==> config.mk <==
export PLATFORM = sky130hd
export DESIGN_NAME = xor_stream_cipher
export DESIGN_NICKNAME = d
export VERILOG_FILES = /design/src/rtl/xor_stream_cipher.sv
export SDC_FILE = /design/constraint.sdc
export NUM_CORES = 1
export LEC_CHECK = 0
export CAP_MARGIN = 20
export CORE_ASPECT_RATIO = 0.75
export CORE_MARGIN = 3
export CORE_UTILIZATION = 25
export CTS_BUF_LIST = sky130_fd_sc_hd__clkbuf_4 sky130_fd_sc_hd__clkbuf_8
export DETAILED_ROUTE_END_ITERATION = 10
export PLACE_DENSITY = 0.45
export SYNTH_ARGS = -nofsm -noshare
export SYNTH_HDL_FRONTEND = slang
export SYNTH_SLANG_ARGS = --single-unit
==> constraint.sdc <==
create_clock -name clk -period 2.85 [get_ports clk]
set_input_delay 0.57 -clock clk [delete_from_list [all_inputs] [get_ports clk]]
set_output_delay 0.57 -clock clk [all_outputs]
set_load 0.005 [all_outputs]
==> src/rtl/xor_stream_cipher.sv <==
// xor_stream_cipher: registered XOR stream cipher with a valid/ready handshake.
// The keystream word comes from one of four sources: zero (bypass), a fixed
// key word, a rotating key word from a serially loaded key bank, or a Galois LFSR.
//
// Ports
//   clk, rst_n          clock, asynchronous active-low reset
//   ena                 clock enable; no state changes while low
//   mode[1:0]           00 bypass, 01 fixed key, 10 rotating key, 11 LFSR
//   key_ld, key_sdi     serial key load strobe and data bit (MSB of bank first)
//   in_valid/in_data    input word; in_ready is combinational
//   out_valid/out_data  registered output word; out_ready from the sink
//   key_busy            combinational copy of key_ld
module xor_stream_cipher #(
  parameter int unsigned DATA_W    = 8,
  parameter int unsigned KEY_DEPTH = 4,
  parameter logic [15:0] KEY_INIT  = 16'h00BE,
  parameter logic [15:0] POLY      = 16'h00B8
) (
  input  logic              clk,
  input  logic              rst_n,
  input  logic              ena,
  input  logic [1:0]        mode,
  input  logic              key_ld,
  input  logic              key_sdi,
  input  logic              in_valid,
  input  logic [DATA_W-1:0] in_data,
  output logic              in_ready,
  output logic              out_valid,
  output logic [DATA_W-1:0] out_data,
  input  logic              out_ready,
  output logic              key_busy
);

  localparam int unsigned BANK_W = DATA_W * KEY_DEPTH;
  localparam int unsigned IDX_W  = (KEY_DEPTH > 1) ? $clog2(KEY_DEPTH) : 1;

  localparam logic [DATA_W-1:0] KEY_INIT_W = DATA_W'(KEY_INIT);
  localparam logic [DATA_W-1:0] POLY_W     = DATA_W'(POLY);
  localparam logic [DATA_W-1:0] SEED_RST   = (KEY_INIT_W == '0) ? DATA_W'(1) : KEY_INIT_W;
  localparam logic [BANK_W-1:0] BANK_RST   = {KEY_DEPTH{KEY_INIT_W}};

  typedef enum logic [1:0] {
    MODE_BYPASS = 2'b00,
    MODE_FIXED  = 2'b01,
    MODE_ROTATE = 2'b10,
    MODE_LFSR   = 2'b11
  } mode_e;

  logic [BANK_W-1:0] r_bank;
  logic [IDX_W-1:0]  r_idx;
  logic [DATA_W-1:0] r_lfsr;
  logic              r_out_valid;
  logic [DATA_W-1:0] r_out_data;
  logic              r_ld_d;

  logic [BANK_W-1:0] w_bank_nxt;
  logic [IDX_W-1:0]  w_idx_nxt;
  logic [DATA_W-1:0] w_lfsr_nxt;
  logic              w_out_valid_nxt;
  logic [DATA_W-1:0] w_out_data_nxt;
  logic              w_ld_d_nxt;

  logic              w_accept;
  logic              w_xfer;
  logic              w_load_end;
  logic [DATA_W-1:0] w_seed;
  logic [IDX_W-1:0]  w_idx_cur;
  logic [DATA_W-1:0] w_lfsr_cur;
  logic [DATA_W-1:0] w_ks;
  mode_e             w_mode;
  logic [DATA_W-1:0] w_key [KEY_DEPTH];

  // Word view of the key bank; key[0] is the least significant word.
  for (genvar g = 0; g < KEY_DEPTH; g++) begin : g_key
    assign w_key[g] = r_bank[g*DATA_W +: DATA_W];
  end

  assign in_ready   = !key_ld && (!r_out_valid || out_ready);
  assign key_busy   = key_ld;
  assign out_valid  = r_out_valid;
  assign out_data   = r_out_data;

  assign w_mode     = mode_e'(mode);
  assign w_accept   = ena && in_valid && in_ready;
  assign w_xfer     = ena && r_out_valid && out_ready;
  assign w_load_end = ena && !key_ld && r_ld_d;

  // A zero key word would lock the LFSR, so it is seeded with 1 instead.
  assign w_seed     = (w_key[0] == '0) ? DATA_W'(1) : w_key[0];

  // On the load-end cycle the restarted idx/seed are already in effect, so an
  // accept on that same cycle uses them.
  assign w_idx_cur  = w_load_end ? '0 : r_idx;
  assign w_lfsr_cur = w_load_end ? w_seed : r_lfsr;

  // Next-state logic for datapath, key bank and keystream generators.
  always_comb begin
    w_bank_nxt      = r_bank;
    w_idx_nxt       = w_idx_cur;
    w_lfsr_nxt      = w_lfsr_cur;
    w_out_valid_nxt = r_out_valid;
    w_out_data_nxt  = r_out_data;
    w_ld_d_nxt      = r_ld_d;
    w_ks            = '0;

    case (w_mode)
      MODE_BYPASS: w_ks = '0;
      MODE_FIXED:  w_ks = w_key[0];
      MODE_ROTATE: w_ks = w_key[w_idx_cur];
      MODE_LFSR:   w_ks = w_lfsr_cur;
      default:     w_ks = '0;
    endcase

    if (w_accept) begin
      w_out_data_nxt  = in_data ^ w_ks;
      w_out_valid_nxt = 1'b1;
      if (w_mode == MODE_ROTATE) begin
        w_idx_nxt = (w_idx_cur == IDX_W'(KEY_DEPTH - 1)) ? '0 : w_idx_cur + IDX_W'(1);
      end
      if (w_mode == MODE_LFSR) begin
        w_lfsr_nxt = (w_lfsr_cur >> 1) ^ (w_lfsr_cur[0] ? POLY_W : '0);
      end
    end else if (w_xfer) begin
      w_out_valid_nxt = 1'b0;
    end

    if (ena && key_ld) begin
      w_bank_nxt = {r_bank[BANK_W-2:0], key_sdi};
    end

    if (ena) begin
      w_ld_d_nxt = key_ld;
    end
  end

  // State registers.
  always_ff @(posedge clk or negedge rst_n) begin
    if (!rst_n) begin
      r_bank      <= BANK_RST;
      r_idx       <= '0;
      r_lfsr      <= SEED_RST;
      r_out_valid <= 1'b0;
      r_out_data  <= '0;
      r_ld_d      <= 1'b0;
    end else begin
      r_bank      <= w_bank_nxt;
      r_idx       <= w_idx_nxt;
      r_lfsr      <= w_lfsr_nxt;
      r_out_valid <= w_out_valid_nxt;
      r_out_data  <= w_out_data_nxt;
      r_ld_d      <= w_ld_d_nxt;
    end
  end

endmodule

==> results of run 1 <==
==> cells by family (layout without fill, tap and decap cells) <==
kind of cell | Yosys count | in the layout | synth area share, %
AND/OR/NAND/NOR | 81 | 81 | 15.5
AO/OA/AOI/OAI | 63 | 63 | 14.8
multiplexers | 54 | 54 | 19.3
flip-flops | 52 | 52 | 44.0
buffers and inverters | 25 | 49 | 4.93
XOR/XNOR | 5 | 5 | 1.44
==> power groups by stage <==
stage / registers [W] / clock network (W) / logic (W)
global route: 0.00133 / 0.000667 / 0.000831
CTS: 0.00129 / 0.000636 / 0.000756
detailed placement: 0.00130 / 0 / 0.000751
floorplan: 0.00119 / 0 / 0.000517
finish: 0.00130 / 0.000618 / 0.000745
global placement: 0.00130 / 0 / 0.000755
==> registers in the layout (all words and copies together) (netlist names) <==
register,count
r_ld_d,1
r_bank,32
r_lfsr,8
out_data,8
r_idx,2
out_valid,1
==> stage by stage <==
step           std cells  utilization [%]  hold slack, ps  cell area [µm²]
5_1_grt              466             30.6             422             3590
6_report             466             30.6             361             3590
3_3_place_gp         459             29.5             471             3460
2_1_floorplan        280                -             274             3040
4_1_cts              466             30.6             388             3590
3_5_place_dp         459             29.5             474             3460
==> cell type report <==
type,instances,area [µm²],area share (%)
Tap cell,162,203,5.64
Inverter,3,11.3,0.314
Sequential cell,52,1340,37.3
Multi-Input combinational cell,203,1550,43.3
Clock inverter,2,60.1,1.67
Timing Repair Buffer,39,355,9.90
Clock buffer,5,68.8,1.92
==> Yosys cell counts, types with 6 or more instances <==
cell type / count / area share (%)
or3_1: 6 / 1.2
nand2b_1: 13 / 2.7
o21ai_0: 16 / 2.6
mux2i_1: 16 / 5.3
mux2_2: 38 / 14
a31o_2: 6 / 1.7
o2111ai_1: 6 / 1.7
nand2_1: 24 / 3.0
clkbuf_1: 8 / 0.99
buf_2: 8 / 1.3
dfrtp_1: 22 / 18
nor4_1: 7 / 1.4
a21boi_0: 6 / 1.5
nand3_1: 8 / 1.3
a211oi_1: 14 / 3.5
dfstp_2: 30 / 26
==> worst max-delay path, stage by stage <==
cell and delay (ps):
clkdlybuf4s50_1 500, buf_4 200, nor2_1 90, clkdlybuf4s50_1 510
==> routing by layer <==
metal	wire length, µm	GRT usage [%]	vias to the layer above
li1	-	-	1075
met3	276	2.83	7
met2	3030	16.0	35
met5	0	0	-
met4	59	2.61	0
met1	4510	19.4	1073
==> path summary, 6_finish.rpt <==
check	end	cells after the start	from	slack (ps)
setup / recovery	in_ready	4	key_ld	410
hold / removal	r_bank[6]	2	rst_n	360
setup reg to reg	out_data[5]	5	r_idx[1]	1020
hold reg to reg	out_data[7]	2	out_data[7]	490
max in group asynchronous	r_bank[22]	2	rst_n	2010
min in group clk	out_data[7]	2	out_data[7]	490
==> impl_results.md, run 1 <==
* Congestion Overflow GR at 0
* Die width at approximately 130 µm
* Critical path type: input pin to primary output
* Mapped Area at between 3000 and 4000 µm²
* Clk buf depth at 2
* Root Buffer: clkbuf_8
* Status: complete, no violations
* Die Ht at 102 µm
* WL/cell at 16.9 µm
* Post-CTS Resized at 0
* Max-slew headroom at 52.9%
* Period utilisation layout at 85.5%
* WL final at approximately 8000 µm
* Synthesized net count at roughly 300
* Port bufs at 27
* Global-route wire length before repair at 12800 µm
* Post-DP HPWL at 5640 µm
* Hold/Removal Path Class: input pin to asynchronous set/reset pin
* Syn Area/Cell at 10.9 µm²
* Sw power at 0.000854 W
* Synth cell types at 50
* CTS Hold Bufs at 0
* Max-cap violations at 0
* Post-route DRC at 0
* Die area at 13500 µm²
* Fin worst setup slack at between 400 and 500 ps
* RSZ-0062 raised after global routing: false
* Mean number of vias per cell at 4.70
* Final Critical Period at 2440 ps
* Pwr dens at between 700 and 800 nW/µm²
* Final Hold Vio Count at 0
* Setup repair bufs after CTS at 0
* Routability cong. at 0.789
* Leak at 1.38 nW
* Combinational share of power at 28.0%
* Switch share at 32.1%
* Fmax at 411 MHz
* Cts bufs inserted at 5
* Register area share after synthesis at 44.0%
* Pre-CTS setup slack at 260 ps
* Clk pin slew, worst setup/hold paths at 100 ps
* Most frequent cells in the layout: mux2_2, dfstp_2, clkdlybuf4s50_1
* Clock latency on the worst-skew pair at 330 ps
* Area Growth Syn to Fin at 18.0%
* Critical Path AT at 1870 ps
* Synth Register Bits at 52
* Pre-antenna DRT Iters at 4
* # diodes at 0
* Filler instances at 1242
* Initial antenna violation count at 0
* Synth Flop Type: dfstp_2
* Skew final at 14.6 ps
* Clock tree sinks at 52
* Vias in the first global route at 2185
* Starting DRT DRC Count at 138
* Async SR Flop Fraction at 100%
* Post-synth EDFFs at 0
* Most common cell after layout, fill and taps aside: mux2_2
* Sequential group share of total power at between 40% and 50%
* Setup violators final at 0
* Total global-route track usage at ~12%
* Crit Path Max Fanout at 5
* Via count at ~2200
* Synth warn at 0
* Worst Path Required at between 2000 and 2500 ps
* Startpoint types: input pin
* Final ANT Viol Nets at 0
* CTS tree: done
* Gate Count Post-Synth at 280
* I/O Pins at 28
* Layout cell share with drive strength beyond 1 at 33.6%
* Final setup TNS at 0 ps
* Worst VDD drop at 0.423 mV
* Rows at 34
* CP endpoint kind: primary output
* Starting Density at roughly 26%
* Internal Power at 0.00181 W
* Final Slew Violations at 0
* Largest net degree at the start of global routing at 53
* Clock power share at 23.2%
* Core Region at 11700 µm²
* Final nets at 321
* Worst slew pin tran at slightly above 700 ps
* H-tree levels at 2
* Total Power at between 0.002 and 0.003 W
Power figures use the tool's default switching activity.
==> run 2: changes to the inputs <==
ABC_CLOCK_PERIOD_IN_PS = 2850   (was default)
CAP_MARGIN = default   (was 20)
==> results of run 2 <==
Same layout as run 1: the final DEF is identical, and so are final timing and power.
